**src/rtl/alu_seq_pkg.sv**
```systemverilog
// Shared encodings for the digit-serial ALU: operation codes and controller states.
package alu_seq_pkg;

  typedef enum logic [1:0] {
    OP_ADD = 2'b00,
    OP_SUB = 2'b01,
    OP_ADC = 2'b10,
    OP_SBC = 2'b11
  } op_e;

  typedef enum logic {
    IDLE = 1'b0,
    RUN  = 1'b1
  } state_e;

endpackage

```
**src/rtl/alu_digit_add.sv**
```systemverilog
// One DIGIT-wide ripple-carry adder slice used once per cycle by alu_seq.
module alu_digit_add #(
  parameter int unsigned DIGIT = 4
) (
  output logic [DIGIT-1:0] sum,
  output logic             cout,
  input  logic [DIGIT-1:0] a,
  input  logic [DIGIT-1:0] b,
  input  logic             cin
);

  always_comb begin
    logic c;
    c   = cin;
    sum = '0;
    for (int i = 0; i < int'(DIGIT); i++) begin
      sum[i] = a[i] ^ b[i] ^ c;
      c      = (a[i] & b[i]) | (c & (a[i] ^ b[i]));
    end
    cout = c;
  end

endmodule

```
**src/rtl/alu_seq.sv**
```systemverilog
// Digit-serial add/subtract ALU: DIGIT bits per cycle, LSB digit first, registered result and flags.
// Build option: define ALU_SEQ_ADC_EN to make op 10/11 chain from the stored carry flag (ADC/SBC).
module alu_seq
  import alu_seq_pkg::*;
#(
  parameter int unsigned WIDTH = 16,
  parameter int unsigned DIGIT = 4
) (
  input  logic             clk,
  input  logic             rst,
  input  logic             start,
  input  logic [1:0]       op,
  input  logic [WIDTH-1:0] X,
  input  logic [WIDTH-1:0] Y,
  output logic             busy,
  output logic             done,
  output logic [WIDTH-1:0] Z,
  output logic             sign,
  output logic             zero,
  output logic             carry,
  output logic             parity,
  output logic             overflow
);

  localparam int unsigned N  = WIDTH / DIGIT;
  localparam int unsigned CW = (N > 1) ? $clog2(N) : 1;

  state_e           state, state_nx;
  logic [WIDTH-1:0] xs, ys, zs;
  logic             cy, xm, ym;
  logic [CW-1:0]    cnt;
  logic             ld_c, step_c, last_c;
  logic             sub_c, cin0_c;
  logic [WIDTH-1:0] yeff_c;
  logic [DIGIT-1:0] dsum_c;
  logic             dcout_c;
  logic [WIDTH+DIGIT-1:0] zcat_c;
  logic [WIDTH-1:0] znx_c;

  always_ff @(posedge clk) begin
    if (rst) state <= IDLE;
    else     state <= state_nx;
  end

  // Controller: load on accepted start, then step one digit per cycle.
  always_comb begin
    state_nx = state;
    ld_c     = 1'b0;
    step_c   = 1'b0;
    last_c   = 1'b0;
    case (state)
      IDLE: begin
        if (start) begin
          ld_c     = 1'b1;
          state_nx = RUN;
        end
      end
      RUN: begin
        step_c = 1'b1;
        if (cnt == CW'(N - 1)) begin
          last_c   = 1'b1;
          state_nx = IDLE;
        end
      end
      default: state_nx = IDLE;
    endcase
  end

  assign busy   = (state == RUN);
  assign sub_c  = (op == OP_SUB) || (op == OP_SBC);
  assign yeff_c = sub_c ? ~Y : Y;

`ifdef ALU_SEQ_ADC_EN
  assign cin0_c = op[1] ? carry : sub_c;
`else
  assign cin0_c = sub_c;
`endif

  alu_digit_add #(.DIGIT(DIGIT)) u_digit (
    .sum  (dsum_c),
    .cout (dcout_c),
    .a    (xs[DIGIT-1:0]),
    .b    (ys[DIGIT-1:0]),
    .cin  (cy)
  );

  // New digit enters at the top; after N steps the word is aligned.
  assign zcat_c = {dsum_c, zs};
  assign znx_c  = zcat_c[WIDTH+DIGIT-1:DIGIT];

  always_ff @(posedge clk) begin
    if (rst) begin
      xs       <= '0;
      ys       <= '0;
      zs       <= '0;
      cy       <= 1'b0;
      xm       <= 1'b0;
      ym       <= 1'b0;
      cnt      <= '0;
      done     <= 1'b0;
      Z        <= '0;
      sign     <= 1'b0;
      zero     <= 1'b0;
      carry    <= 1'b0;
      parity   <= 1'b0;
      overflow <= 1'b0;
    end else begin
      done <= last_c;
      if (ld_c) begin
        xs  <= X;
        ys  <= yeff_c;
        zs  <= '0;
        cy  <= cin0_c;
        xm  <= X[WIDTH-1];
        ym  <= yeff_c[WIDTH-1];
        cnt <= '0;
      end else if (step_c) begin
        xs  <= xs >> DIGIT;
        ys  <= ys >> DIGIT;
        zs  <= znx_c;
        cy  <= dcout_c;
        cnt <= cnt + CW'(1);
        if (last_c) begin
          Z        <= znx_c;
          sign     <= znx_c[WIDTH-1];
          zero     <= (znx_c == '0);
          carry    <= dcout_c;
          parity   <= ~^znx_c;
          overflow <= (xm == ym) && (znx_c[WIDTH-1] != xm);
        end
      end
    end
  end

endmodule

```
**config.mk**
```make
export PLATFORM = sky130hd
export DESIGN_NAME = alu_seq
export DESIGN_NICKNAME = d
export VERILOG_FILES = /design/src/rtl/alu_seq_pkg.sv /design/src/rtl/alu_digit_add.sv /design/src/rtl/alu_seq.sv
export SDC_FILE = /design/constraint.sdc
export NUM_CORES = 1
export LEC_CHECK = 0
export CAP_MARGIN = 0
export CORE_MARGIN = 2
export CORE_UTILIZATION = 50
export CTS_BUF_LIST = sky130_fd_sc_hd__clkbuf_2 sky130_fd_sc_hd__clkbuf_4 sky130_fd_sc_hd__clkbuf_8
export CTS_CLUSTER_SIZE = 12
export DETAILED_ROUTE_END_ITERATION = 10
export DONT_BUFFER_PORTS = 1
export PLACE_DENSITY = 0.8
export SYNTH_ARGS = -nofsm -noshare
export SYNTH_HDL_FRONTEND = slang
export SYNTH_HIERARCHICAL = 1
export SYNTH_SLANG_ARGS = --single-unit
```
**constraint.sdc**
```tcl
create_clock -name clk -period 3.2 [get_ports clk]
set_clock_uncertainty 0.2 [all_clocks]
set_input_delay 0.8 -clock clk [delete_from_list [all_inputs] [get_ports clk]]
set_output_delay 0.8 -clock clk [all_outputs]
set_load 0.02 [all_outputs]
```
==> impl_metrics.toml, run 1 <==
[routing]
drtAntennaViolNets = 0
drt_wl_total_um = 5940
dr.pass1.iters = 4
drt-wirelength-per-cell_um = 14.4
via_per_inst = 5.38
drcViolationCount = 0
drt_iter0_drc = 84
dr_total_vias = 2216

[place]
place_inst = 396
dp_slack_ps = -1.03
io_buffers = 0
hpwl_um = 4030
globalplace.congestion = 0.840
dpl_cell_area_um2 = 3150

[floorplan]
die_h_um = 83.8
pin_count = 60
die_area_um2 = 7010
num_rows = 29
die_x_um = 83.8
initial_core_util_pct = 51.0
coreArea_um2 = 6240

[global_route]
grt_pass1_wl_um = 9800
antenna_found_initial = 0
grt_usage_pct = 17.4
overflow = 0
grt_pass1_vias = 2107
grt_max_degree = 52

[power_and_ir_drop]
powerDensity_nw_per_um2 = 586
power.leakage_uw = 0.00137
vdd_ir_drop_max_uv = 425

[critical_path]
cp_max_fo = 2
critical_path.endpoint_type = "register"
cp.arrival_ps = 3100
critical_path_class = "reg2reg"
cp-start-kind = "register"
crit_required_ps = 3240

[clocking]
htree_num_levels = 3
clk_pin_slew_ps = 70
clock_sinks = 71
clk_latency_ps = 340
cts_buffers = 9
post_cts_buffers = 0
root_buffer = "clkbuf_8"
tritoncts = "built"
cts_buffer_depth = 2

[synth]
synth_edf_count = 0
synth_ff_type = "dfxtp_1"
ys_seq_area_share_pct = 44.7
syn_nets = 390
yosysWarnings = 6
yosys_register_bits = 71
synthSimpleGateAreaFrac_pct = 10.6
synthCells = 340
syn_area_um2 = 3180
yosys.area_share.xor_xnor_pct = 6.61
synthArstFlopShare_pct = 0
syn_avg_cell_area_um2 = 9.35
muxShareOfSynthArea_pct = 9.76
ys_types = 24
synth_compound_area_share_pct = 14.0
synth_top_family_by_area = "compound AO/OA/AOI/OAI gates"
synthAdderAreaFrac_pct = 6.06

[layout]
stdcell_count = 412
mostFrequentLayoutCell = "nor2_1"
fin_area_um2 = 3410
nets = 380
mostFrequentLayoutCells = "nor2_1 (76), dfxtp_1 (69), mux2i_1 (31)"
diodes = 0
syn2layout_area_growth_pct = 7.08
drive_gt1_share_pct = 8.96

[sta]
layout_min_cycle_time_ps = 3060
tightest_slew_ps = 624
setup_viol = 0
slew_violations = 0
relSlewSlack_pct = 58.4
max_freq_mhz = 327
finalHoldViolations = 0
layout_worst_path_cycle_share_pct = 95.7
finalWorstSetupSlack_ps = 138

[run_status]
status = "complete, no violations"

[job]
maxCapViolCount = 0

[min_path]
hp-class = "reg2reg"
## report_power, final
group / internal, uW / switching [uW] / leakage (uW)
clock network: 498 / 312 / 0.000120
registers: 919 / 30.6 / 0.000579
logic: 122 / 114 / 0.000670
## worst max-delay path: stages (launching register included)
cell	delay, ps
dfxtp_2	330
fa_2	380
inv_2	60
fa_1	150
inv_1	50
fa_1	350
inv_1	80
fa_1	410
inv_1	90
inv_2	50
ha_4	270
xnor2_2	110
xnor2_1	160
xnor2_1	90
a22o_1	190
## timing repair
item,CTS,global route
endpoints found under the setup margin,1,1
pin swaps,1,4
resized for setup,0,6
hold buffers,0,0
## metrics by stage
step | hold WS [ps] | TNS [ps] | utilization [%] | power, uW
5_1_grt | 308 | -1.48 | 54.6 | 2080
4_1_cts | 294 | 0 | 54.2 | 1990
6_report | 297 | 0 | 54.6 | 2000
3_5_place_dp | 275 | -1.03 | 50.5 | 1190
3_3_place_gp | 266 | 0 | 50.5 | 1180
2_1_floorplan | 254 | 0 | - | 1170
## kinds of logic (layout without fill, tap and decap cells)
family	Yosys count	after routing
and+or+nand+nor	84	84
buffers and inverters	52	47
adders and majority gates	13	13
xor gates and xnor gates	24	24
DFF	71	71
AOI/OAI and AO/OA	65	65
muxes	31	31
## worst paths after layout
| kind | start | endpoint | slack [ps] | cells past startpoint |
|---|---|---|---|---|
| setup reg to reg | xs[0] | parity | 140 | 14 |
| hold / removal | ys[14] | ys[10] | 300 | 2 |
| hold reg to reg | ys[14] | ys[10] | 300 | 2 |
| setup / recovery | xs[0] | parity | 140 | 14 |
## layer usage
metal / vias to the layer above / track usage, % / routed length, um
met5: - / 0 / 0
met4: 0 / 5.13 / 65
met3: 8 / 8.61 / 427
met2: 59 / 27.7 / 2930
met1: 1024 / 20.8 / 2510
li1: 1125 / - / -
## sequential cells by signal, summed over array words and instances (netlist names)
| register | count |
|---|---|
| ym | 1 |
| zs | 12 |
| done | 1 |
| carry | 1 |
| busy | 1 |
| cnt | 2 |
| ys | 16 |
| cy | 1 |
| xm | 1 |
| parity | 1 |
| Z | 16 |
| zero | 1 |
| overflow | 1 |
| xs | 16 |
## synth_stat cells (all sizes together) (2+ instances only)
master,n,area (um2)
nor2,76,285
xnor2,24,210
mux2i,31,310
inv,26,97.6
ha,9,113
clkbuf,6,22.5
fa,4,80.1
nand2,2,7.51
a211oi,17,128
buf,20,143
dfxtp,71,1420
a22o,20,175
nand4,2,12.5
a21oi,26,130
or2,2,12.5
## cell type report
type / instances / area, um2
Clock buffer: 13 / 166
Sequential cell: 71 / 1420
Inverter: 26 / 97.6
Timing Repair Buffer: 5 / 37.5
Multi-Input combinational cell: 217 / 1520
Tap cell: 77 / 96.3
Clock inverter: 3 / 65.1
Fill cell: 557 / 2840
(Power assumes the default switching activity.)
==> run 2, diff against run 1 <==
--- a/config.mk
+++ b/config.mk
@@ -6,13 +6,16 @@
 export NUM_CORES = 1
 export LEC_CHECK = 0
 export CAP_MARGIN = 0
+export CELL_PAD_IN_SITES_DETAIL_PLACEMENT = 0
+export CELL_PAD_IN_SITES_GLOBAL_PLACEMENT = 1
 export CORE_MARGIN = 2
-export CORE_UTILIZATION = 50
+export CORE_UTILIZATION = 45
 export CTS_BUF_LIST = sky130_fd_sc_hd__clkbuf_2 sky130_fd_sc_hd__clkbuf_4 sky130_fd_sc_hd__clkbuf_8
 export CTS_CLUSTER_SIZE = 12
 export DETAILED_ROUTE_END_ITERATION = 10
 export DONT_BUFFER_PORTS = 1
-export PLACE_DENSITY = 0.8
+export PLACE_DENSITY = 0.9
+export SKIP_CTS_REPAIR_TIMING = 1
 export SYNTH_ARGS = -nofsm -noshare
 export SYNTH_HDL_FRONTEND = slang
 export SYNTH_HIERARCHICAL = 1
==> impl_metrics.toml, run 2 (synthesis gave the netlist of run 1 again) <==
[min_path]
worstHoldStart = "ys[12]"
hp-class = "reg2reg"
whs_path_depth = 2
min_to = "ys[8]"

[routing]
via_per_inst = 5.03
drt_iter0_drc = 100
drcViolationCount = 0
drt_wl_total_um = 5980
dr.pass1.iters = 4
drtAntennaViolNets = 0
dr_total_vias = 2170
drt-wirelength-per-cell_um = 13.9

[floorplan]
coreArea_um2 = 6830
initial_core_util_pct = 46.6
num_rows = 30
die_x_um = 88.1
die_area_um2 = 7760
pin_count = 60
die_h_um = 88.1

[clocking]
clk_pin_slew_ps = 70
cts_buffer_depth = 2
tritoncts = "built"
clock_sinks = 71
clk_latency_ps = 340
root_buffer = "clkbuf_8"
cts_buffers = 9
htree_num_levels = 3

[critical_path]
reg2reg_depth = 14
cp_slowest_stage_delay_ps = 390
cp-start-kind = "register"
cp.arrival_ps = 3100
rr_endpoint = "parity"
cpMaxStageDelayCell = "fa_1"
critPathTopFamily = "adder cells"
cp_cell_sequence = "fa_2, inv_1, fa_1, inv_1, fa_2, inv_2, fa_1, inv_2, inv_1, ha_1, xnor2_1, xnor2_1, xnor2_1, a22o_1"
r2r_setup_slack_ps = 130
critical_path.endpoint_type = "register"
regToRegStartpoint = "xs[0]"
cp_max_fo = 2
critical_path_class = "reg2reg"
crit_required_ps = 3230
cp_num_buf_inv = 5

[sta]
layout_min_cycle_time_ps = 3070
max_freq_mhz = 326
setup_tns_ps = 0
setup_viol = 0
layout_worst_path_cycle_share_pct = 95.8
relSlewSlack_pct = 49.8
finalHoldViolations = 0
tightest_slew_ps = 753
slew_violations = 0
rsz0062_at_grt = "no"

[power_and_ir_drop]
p_clk_share_pct = 37.7
seqPwrFrac_pct = 50.5
internal-power_uw = 1430
p_sw_share_pct = 24.0
combPwrFrac_pct = 11.8
p_sw_uw = 451
powerDensity_nw_per_um2 = 556
power.leakage_uw = 0.00135
vdd_ir_drop_max_uv = 374

[layout]
diodes = 0
top_regs = "Z (16), xs (16), ys (16)"
mostFrequentLayoutCell = "nor2_1"
fin_area_um2 = 3380
drive_gt1_share_pct = 8.66
nets = 380
mostFrequentLayoutCells = "nor2_1 (76), dfxtp_1 (69), mux2i_1 (31)"
syn2layout_area_growth_pct = 6.22
fillers = 656

[global_route]
grtUsageMet2_pct = 27.3
grt.met3_usage_pct = 6.79
antenna_found_initial = 0
grt_pass1_wl_um = 9520
use_met1_pct = 18.6
grt_max_degree = 52
grt_pass1_vias = 2011
overflow = 0
busiest_layer = "met2"
grt_usage_pct = 16.1

[place]
hpwl_um = 4080
dpl_cell_area_um2 = 3170
io_buffers = 0
globalplace.congestion = 0.750

[job]
maxCapViolCount = 0

[run_status]
status = "complete, no violations"
==> run 2: changes by cell type in the layout (fill, tap and decap cells not counted) <==
cell       change
ha_1           +1
xnor2_2        -1
ha_4           -1
fa_1           -1
bufinv_16      -1
fa_2           +1
clkbuf_4       +2
clkinv_4       +1
xnor2_1        +1
clkbuf_8       -2
==> run 2: final cells by class <==
type | instances | area (um2) | share of cell area (%)
Clock buffer | 13 | 154 | 4.56
Clock inverter | 3 | 43.8 | 1.30
Inverter | 26 | 97.6 | 2.89
Multi-Input combinational cell | 217 | 1500 | 44.4
Sequential cell | 71 | 1420 | 42.1
Tap cell | 96 | 120 | 3.56
Timing Repair Buffer | 5 | 37.5 | 1.11
==> run 2: power by group through the flow <==
stage,logic (uW),clock network (uW),registers (uW)
floorplan,218,0,957
global placement,216,0,966
finish,222,709,948
CTS,223,731,947
detailed placement,221,0,967
global route,251,764,952
==> run 2: tightest hold or removal path: stages, from the launching register on <==
cell and delay [ps]:
dfxtp_1 330, a21oi_1 60, nor2_1 70
==> run 2: through the flow <==
| step | utilization, % | std cells | power (uW) | worst slack, ps | hold WS (ps) |
|---|---|---|---|---|---|
| floorplan | - | 340 | 1170 | 105 | 254 |
| global placement | 46.5 | 415 | 1180 | 53.4 | 265 |
| detailed placement | 46.5 | 415 | 1190 | 25.8 | 274 |
| CTS | 49.4 | 431 | 1900 | 9.45 | 292 |
| global route | 49.5 | 431 | 1970 | 41.2 | 304 |
| finish | 49.5 | 431 | 1880 | 133 | 290 |
==> run 2: worst max-delay path by stage <==
stage,start,to,slack [ps],depth (start not counted)
3_3_place_gp,xs[0],parity,50,14
6_report,xs[0],parity,130,14
4_1_cts,xs[0],parity,9,14
2_1_floorplan,xs[0],parity,100,14
5_1_grt,xs[0],parity,40,14
3_5_place_dp,xs[0],parity,30,14
==> run 2: metal layers <==
layer / part of all wire [%] / routed length (um)
met1: 45 / 2680
met2: 48 / 2850
met3: 6.4 / 384
met4: 1.2 / 70
met5: 0 / 0
